## src/rtl/mem_pkg.sv

```systemverilog
// Shared types for the OTTER memory arbiter: access size, load sign mode,
// arbiter FSM states, requester ids, and the data-side alignment check.
package mem_pkg;

    typedef enum logic [1:0] {
        BYTE = 2'b00,
        HALF = 2'b01,
        WORD = 2'b10
    } size_e;

    typedef enum logic {
        SIGNED   = 1'b0,
        UNSIGNED = 1'b1
    } sign_e;

    typedef enum logic [1:0] {
        IDLE      = 2'b00,
        ACCESS    = 2'b01,
        READ_WAIT = 2'b10,
        DONE      = 2'b11
    } state_e;

    typedef enum logic {
        REQ_IF = 1'b0,
        REQ_D  = 1'b1
    } req_id_e;

    // Data-side alignment/size legality; the 2'b11 size code is always illegal.
    function automatic logic d_misaligned(input logic [1:0] size, input logic [1:0] off);
        logic bad;
        case (size)
            BYTE:    bad = 1'b0;
            HALF:    bad = off[0];
            WORD:    bad = (off != 2'b00);
            default: bad = 1'b1;
        endcase
        return bad;
    endfunction

endpackage

```

## src/rtl/mem_align.sv

```systemverilog
// Combinational lane logic: store-side byte steering / byte-enable generation
// and load-side lane extraction with sign or zero extension.
module mem_align
    import mem_pkg::*;
(
    input  logic [1:0]  st_size,
    input  logic [1:0]  st_off,
    input  logic [31:0] st_data,
    output logic [3:0]  st_we,
    output logic [31:0] st_wdata,
    input  logic [1:0]  ld_size,
    input  logic        ld_sign,
    input  logic [1:0]  ld_off,
    input  logic [31:0] ld_raw,
    output logic [31:0] ld_data
);

    logic [7:0]  byte_s;
    logic [15:0] half_s;

    // Replicate the store value across all lanes and enable only the addressed ones.
    always_comb begin
        st_we    = 4'b0000;
        st_wdata = 32'h0000_0000;
        case (st_size)
            BYTE: begin
                st_we    = 4'b0001 << st_off;
                st_wdata = {4{st_data[7:0]}};
            end
            HALF: begin
                st_we    = 4'b0011 << st_off;
                st_wdata = {2{st_data[15:0]}};
            end
            WORD: begin
                st_we    = 4'b1111;
                st_wdata = st_data;
            end
            default: begin
                st_we    = 4'b0000;
                st_wdata = 32'h0000_0000;
            end
        endcase
    end

    // Pick the addressed byte and halfword out of the raw RAM word.
    always_comb begin
        byte_s = 8'h00;
        case (ld_off)
            2'b00:   byte_s = ld_raw[7:0];
            2'b01:   byte_s = ld_raw[15:8];
            2'b10:   byte_s = ld_raw[23:16];
            2'b11:   byte_s = ld_raw[31:24];
            default: byte_s = ld_raw[7:0];
        endcase
        if (ld_off[1]) begin
            half_s = ld_raw[31:16];
        end else begin
            half_s = ld_raw[15:0];
        end
    end

    // Extend the selected lane; words and fetches pass straight through.
    always_comb begin
        ld_data = ld_raw;
        case (ld_size)
            BYTE: begin
                if (ld_sign == SIGNED) begin
                    ld_data = {{24{byte_s[7]}}, byte_s};
                end else begin
                    ld_data = {24'h00_0000, byte_s};
                end
            end
            HALF: begin
                if (ld_sign == SIGNED) begin
                    ld_data = {{16{half_s[15]}}, half_s};
                end else begin
                    ld_data = {16'h0000, half_s};
                end
            end
            WORD:    ld_data = ld_raw;
            default: ld_data = ld_raw;
        endcase
    end

endmodule

```

## src/rtl/mem_arbiter.sv

```systemverilog
// Round-robin sequencer sharing one byte-enable block RAM between instruction
// fetch and data load/store. Illegal requests are answered without touching RAM.
module mem_arbiter
    import mem_pkg::*;
#(
    parameter int ADDR_WIDTH = 13,
    parameter int BUS_WIDTH  = 32
)
(
    input  logic                  clk,
    input  logic                  rst,
    input  logic                  if_req,
    input  logic [BUS_WIDTH-1:0]  if_addr,
    output logic [BUS_WIDTH-1:0]  if_rdata,
    output logic                  if_done,
    output logic                  if_err,
    input  logic                  d_req,
    input  logic                  d_we,
    input  logic [BUS_WIDTH-1:0]  d_addr,
    input  logic [BUS_WIDTH-1:0]  d_wdata,
    input  logic [1:0]            d_size,
    input  logic                  d_sign,
    output logic [BUS_WIDTH-1:0]  d_rdata,
    output logic                  d_done,
    output logic                  d_err,
    output logic [ADDR_WIDTH-1:0] ram_addr,
    output logic [3:0]            ram_we,
    output logic [BUS_WIDTH-1:0]  ram_wdata,
    input  logic [BUS_WIDTH-1:0]  ram_rdata
);

    state_e               state_r;
    state_e               next_state_s;
    req_id_e              last_grant_r;
    req_id_e              owner_r;
    logic                 we_r;
    logic [1:0]           size_r;
    logic                 sign_r;
    logic [1:0]           off_r;

    logic                 grant_s;
    req_id_e              grant_id_s;
    logic [BUS_WIDTH-1:0] sel_addr_s;
    logic                 range_err_s;
    logic                 err_s;

    logic [3:0]           st_we_s;
    logic [BUS_WIDTH-1:0] st_wdata_s;
    logic [BUS_WIDTH-1:0] ld_data_s;

    // Store steering uses the live data-port operands (needed at grant time);
    // load formatting uses the operands captured at grant.
    mem_align u_align (
        .st_size  (d_size),
        .st_off   (d_addr[1:0]),
        .st_data  (d_wdata),
        .st_we    (st_we_s),
        .st_wdata (st_wdata_s),
        .ld_size  (size_r),
        .ld_sign  (sign_r),
        .ld_off   (off_r),
        .ld_raw   (ram_rdata),
        .ld_data  (ld_data_s)
    );

    // Round-robin pick: a lone requester wins, a tie goes to whoever did not win last.
    always_comb begin
        grant_s    = 1'b0;
        grant_id_s = REQ_IF;
        if (if_req && d_req) begin
            grant_s    = 1'b1;
            grant_id_s = (last_grant_r == REQ_IF) ? REQ_D : REQ_IF;
        end else if (if_req) begin
            grant_s    = 1'b1;
            grant_id_s = REQ_IF;
        end else if (d_req) begin
            grant_s    = 1'b1;
            grant_id_s = REQ_D;
        end else begin
            grant_s    = 1'b0;
            grant_id_s = REQ_IF;
        end
    end

    // Range and alignment checks on the candidate winner's operands.
    always_comb begin
        sel_addr_s  = (grant_id_s == REQ_IF) ? if_addr : d_addr;
        range_err_s = |sel_addr_s[BUS_WIDTH-1:ADDR_WIDTH];
        if (grant_id_s == REQ_IF) begin
            err_s = range_err_s | (if_addr[1:0] != 2'b00);
        end else begin
            err_s = range_err_s | d_misaligned(d_size, d_addr[1:0]);
        end
    end

    // Next-state logic for the access sequencer.
    always_comb begin
        next_state_s = state_r;
        case (state_r)
            IDLE: begin
                if (grant_s) begin
                    next_state_s = err_s ? DONE : ACCESS;
                end else begin
                    next_state_s = IDLE;
                end
            end
            ACCESS:    next_state_s = we_r ? DONE : READ_WAIT;
            READ_WAIT: next_state_s = DONE;
            DONE:      next_state_s = IDLE;
            default:   next_state_s = IDLE;
        endcase
    end

    // State register.
    always_ff @(posedge clk) begin
        if (rst) begin
            state_r <= IDLE;
        end else begin
            state_r <= next_state_s;
        end
    end

    // Grant capture, RAM drive and response registers; pulses clear every cycle.
    always_ff @(posedge clk) begin
        if (rst) begin
            last_grant_r <= REQ_D;
            owner_r      <= REQ_IF;
            we_r         <= 1'b0;
            size_r       <= 2'b00;
            sign_r       <= 1'b0;
            off_r        <= 2'b00;
            ram_addr     <= '0;
            ram_we       <= 4'b0000;
            ram_wdata    <= '0;
            if_done      <= 1'b0;
            if_err       <= 1'b0;
            if_rdata     <= '0;
            d_done       <= 1'b0;
            d_err        <= 1'b0;
            d_rdata      <= '0;
        end else begin
            ram_we    <= 4'b0000;
            ram_wdata <= '0;
            if_done   <= 1'b0;
            if_err    <= 1'b0;
            if_rdata  <= '0;
            d_done    <= 1'b0;
            d_err     <= 1'b0;
            d_rdata   <= '0;
            case (state_r)
                IDLE: begin
                    if (grant_s) begin
                        last_grant_r <= grant_id_s;
                        owner_r      <= grant_id_s;
                        off_r        <= sel_addr_s[1:0];
                        if (grant_id_s == REQ_D) begin
                            we_r   <= d_we;
                            size_r <= d_size;
                            sign_r <= d_sign;
                        end else begin
                            we_r   <= 1'b0;
                            size_r <= WORD;
                            sign_r <= UNSIGNED;
                        end
                        if (err_s) begin
                            if (grant_id_s == REQ_IF) begin
                                if_done <= 1'b1;
                                if_err  <= 1'b1;
                            end else begin
                                d_done <= 1'b1;
                                d_err  <= 1'b1;
                            end
                        end else begin
                            ram_addr <= {sel_addr_s[ADDR_WIDTH-1:2], 2'b00};
                            if ((grant_id_s == REQ_D) && d_we) begin
                                ram_we    <= st_we_s;
                                ram_wdata <= st_wdata_s;
                            end
                        end
                    end
                end
                ACCESS: begin
                    if (we_r) begin
                        d_done <= 1'b1;
                    end
                end
                READ_WAIT: begin
                    if (owner_r == REQ_IF) begin
                        if_done  <= 1'b1;
                        if_rdata <= ld_data_s;
                    end else begin
                        d_done  <= 1'b1;
                        d_rdata <= ld_data_s;
                    end
                end
                DONE: begin
                    ram_we <= 4'b0000;
                end
                default: begin
                    ram_we <= 4'b0000;
                end
            endcase
        end
    end

endmodule

```

## config.mk

```make
export PLATFORM = sky130hd
export DESIGN_NAME = mem_arbiter
export DESIGN_NICKNAME = d
export VERILOG_FILES = /design/src/rtl/mem_pkg.sv /design/src/rtl/mem_align.sv /design/src/rtl/mem_arbiter.sv
export SDC_FILE = /design/constraint.sdc
export NUM_CORES = 1
export LEC_CHECK = 0
export ABC_AREA = 1
export CAP_MARGIN = 20
export CORE_MARGIN = 1.5
export CORE_UTILIZATION = 43
export CTS_BUF_LIST = sky130_fd_sc_hd__clkbuf_4 sky130_fd_sc_hd__clkbuf_8
export DETAILED_ROUTE_END_ITERATION = 10
export PLACE_DENSITY = 0.9
export SLEW_MARGIN = 40
export SYNTH_ARGS = -nofsm -noshare
export SYNTH_HDL_FRONTEND = slang
export SYNTH_HIERARCHICAL = 1
export SYNTH_SLANG_ARGS = --single-unit
```

## constraint.sdc

```tcl
create_clock -name clk -period 1.8 [get_ports clk]
set_input_delay 0.54 -clock clk [delete_from_list [all_inputs] [get_ports clk]]
set_output_delay 0.54 -clock clk [all_outputs]
set_load 0.01 [all_outputs]
```

==> results.sh <==
export IMPL_outcome="completed"
export IMPL_initial_antenna_violation_count=0
export IMPL_fin_ws_ps=76.6
export IMPL_placementRows=41
export IMPL_r2r_start="off_r[1]"
export IMPL_area_growth_synth_to_final_pct=58.8
export IMPL_finalNonFillerCells=1267
export IMPL_synth_top_area_cell="sky130_fd_sc_hd__dfxtp_1"
export IMPL_start_util=0.437
export IMPL_grt_first_pass_wirelength_mm=27.2
export IMPL_place_hpwl_mm=13.1
export IMPL_vdd_ir_drop_worst_mv=0.421
export IMPL_n_antenna_cell=0
export IMPL_cts_buffer_depth=2
export IMPL_drc=0
export IMPL_drt_first_pass_iters=5
export IMPL_reg2reg_to="d_rdata[6]"
export IMPL_clock_latency_ps=440
export IMPL_synth_warnings=6
export IMPL_hold_path_depth=2
export IMPL_via_count_of_the_first_global_routing_pass=5745
export IMPL_timing_slew_headroom=0.545
export IMPL_setup_viol=0
export IMPL_detailedPlace_worstSlack_ps=-469
export IMPL_synth_seq_cells=125
export IMPL_worstPathArrival_ps=2100
export IMPL_drt_wirelength_per_cell_um=14.1
export IMPL_synth_seq_area_share=0.457
export IMPL_number_of_buffers_inserted_during_clock_tree_synthesis=17
export IMPL_timing_setup_critical_path_class="in -> reg"
export IMPL_die_area_mm2=0.0134
export IMPL_timing_final_crit_period_ps=1720
export IMPL_power_static_leakage_nw=4.61
export IMPL_clkSlewWorstSetupHoldPaths_ps=80
export IMPL_synthesis_instances=797
export IMPL_place_port_buffers=250
export IMPL_dp_cells=1232
export IMPL_final_layout_size_suffix_gt1_frac=0.111
export IMPL_cts_root_buf="sky130_fd_sc_hd__clkbuf_8"
export IMPL_number_of_levels_in_the_clock_h_tree=4
export IMPL_worstRegToRegCells=6
export IMPL_tritoncts="done"
export IMPL_drt_vias_per_instance=4.82
export IMPL_drt_iter0_drc=593
export IMPL_final_weighted_congestion_in_routability_driven_placement=0.864
export IMPL_maxClockFrequency_mhz=580
export IMPL_timing_max_cap_violations=0
export IMPL_count_of_unique_library_cells_instantiated_by_yosys=34
export IMPL_hold_viol_final=0
export IMPL_horiz_die_dim_um=116
export IMPL_grt_total_usage=0.267
export IMPL_crit_path_end_kind="flip-flop"
export IMPL_required_time_of_the_critical_path_ps=2180
export IMPL_synth_area_mm2=0.00547
export IMPL_critical_path_peak_fanout=5
export IMPL_min_from="size_r[0]"
export IMPL_r2r_setup_slack_ps=120
export IMPL_finClkSkew_ps=8.86
export IMPL_post_synth_top_area_fraction=0.457
export IMPL_timing_max_transition_violations_final=0
export IMPL_powerDensity_mw_per_mm2=1040
export IMPL_grt_overflow_total=0
export IMPL_final_nets=1222
export IMPL_worst_slew_pin_tran_ps=678
export IMPL_worst_setup_path_start_kind="primary input"
export IMPL_route_vias_total=6112
export IMPL_min_period_over_period=0.957
export IMPL_core_area_mm2=0.0125
export IMPL_io_pins=253
export IMPL_ctsHoldBuffers=0
export IMPL_synthArstFlopShare=0
export IMPL_count_of_flip_flops_with_a_built_in_enable_after_synthesis=0
export IMPL_synth_top_cells_by_area="sky130_fd_sc_hd__dfxtp_1 (46%), sky130_fd_sc_hd__nand2_1 (15%), sky130_fd_sc_hd__nor2_1 (9.7%)"
export IMPL_synth_top_flop_cell="sky130_fd_sc_hd__dfxtp_1"
export IMPL_cts_num_sinks=125
export IMPL_worst_hold_path_type="reg -> reg"
export IMPL_hold_path_endpoint="size_r[0]"
export IMPL_route_antenna_remaining_nets=0
export IMPL_die_height_um=116
export IMPL_postRouteWirelength_mm=17.9
export IMPL_grt_start_max_net_pins=33
export IMPL_post_synthesis_average_cell_area_um2=6.87
[how the worst max path moves through the flow]
stage                startpoint           end  slack, ps  cells past startpoint
global route         d_addr[22]  ram_addr[12]        -20                     12
global placement     d_addr[29]   ram_addr[9]       -390                     10
finish               d_addr[29]  ram_addr[12]         80                     10
floorplan           if_addr[13]  ram_wdata[4]        240                      9
CTS                  d_addr[29]   ram_addr[4]          4                     10
detailed placement   d_addr[29]   ram_addr[4]       -470                     10
[flip-flops by register name, indices dropped and copies added (netlist names), 2 cells and up]
signal     count
d_rdata       32
if_rdata      32
ram_wdata     32
ram_addr      11
ram_we         4
off_r          2
size_r         2
state_r        2
[logic make-up after synthesis]
family          synth area share
flops                      0.457
compound gates            0.0380
buf+inv                    0.133
other cells             0.000685
simple gates               0.362
fa+ha+maj                0.00915
[synth_stat cells, types with 4 or more instances]
library cell                 n
sky130_fd_sc_hd__a21oi_1     6
sky130_fd_sc_hd__buf_2      10
sky130_fd_sc_hd__buf_6       9
sky130_fd_sc_hd__clkbuf_1   10
sky130_fd_sc_hd__dfxtp_1   125
sky130_fd_sc_hd__ha_1        4
sky130_fd_sc_hd__inv_1     129
sky130_fd_sc_hd__inv_2       4
sky130_fd_sc_hd__nand2_1   218
sky130_fd_sc_hd__nand3_1    65
sky130_fd_sc_hd__nand3_2     9
sky130_fd_sc_hd__nand4_1    11
sky130_fd_sc_hd__nor2_1    141
sky130_fd_sc_hd__nor2_2     12
sky130_fd_sc_hd__o21ai_0    17
[area by class of cell]
| type | instances | area (um^2) |
|---|---|---|
| Multi-Input combinational cell | 504 | 2290 |
| Tap cell | 172 | 215 |
| Clock buffer | 18 | 248 |
| Fill cell | 1034 | 3820 |
| Clock inverter | 14 | 136 |
| Sequential cell | 125 | 2500 |
| Timing Repair Buffer | 298 | 2790 |
| Inverter | 136 | 510 |
[worst max-delay path, cell delays in order]
cell                              delay, ps
sky130_fd_sc_hd__clkdlybuf4s50_1        420
sky130_fd_sc_hd__nor3_2                 210
sky130_fd_sc_hd__nand3_1                170
sky130_fd_sc_hd__o21bai_4               190
sky130_fd_sc_hd__buf_6                  130
sky130_fd_sc_hd__nand3_4                 70
sky130_fd_sc_hd__buf_2                  180
sky130_fd_sc_hd__nand2_1                 60
sky130_fd_sc_hd__inv_1                   40
sky130_fd_sc_hd__nor2_1                 100
[layer usage]
metal	GRT usage	vias up	share of wire
met5	0	-	0
met2	0.475	361	0.49
met1	0.274	2718	0.36
met3	0.0910	70	0.11
met4	0.150	0	0.046
li1	-	2963	-
[per-stage QoR]
step	power, W	instance area, um^2	utilization	TNS, ps	hold WS (ps)
after floorplan	0.00527	5480	-	0	429
after global placement	0.00663	8380	0.669	-22060	474
after detailed placement	0.00672	8380	0.669	-24640	474
after CTS	0.00900	8620	0.689	0	486
after global routing	0.00961	8690	0.694	-36.3	514
final	0.00908	8690	0.694	0	490
[repair_timing]
action                                  4_1_cts  5_1_grt
endpoints found under the setup margin      115       48
gates cloned                                  0        1
buffers inserted                              0        2
gates resized for setup                     115       15
pin swaps                                     0        6
[placed cells by master, fill, tap and decap left out, types with 11 or more instances in the layout]
master and instances:
sky130_fd_sc_hd__nand2_1 217, sky130_fd_sc_hd__inv_1 129, sky130_fd_sc_hd__nor2_1 138, sky130_fd_sc_hd__clkdlybuf4s50_1 135, sky130_fd_sc_hd__dlygate4sd2_1 115, sky130_fd_sc_hd__o21ai_0 15, sky130_fd_sc_hd__nand4_1 11, sky130_fd_sc_hd__nor2_2 15
sky130_fd_sc_hd__nand3_1 64, sky130_fd_sc_hd__buf_4 38, sky130_fd_sc_hd__dfxtp_1 125, sky130_fd_sc_hd__clkbuf_8 18
[power breakdown]
part	internal (W)	switching, W
logic	0.00142	0.00208
clock network	0.00115	0.00123
registers	0.00304	0.000157
total	0.00561	0.00347
No activity file was read; power rests on OpenSTA's default activity.
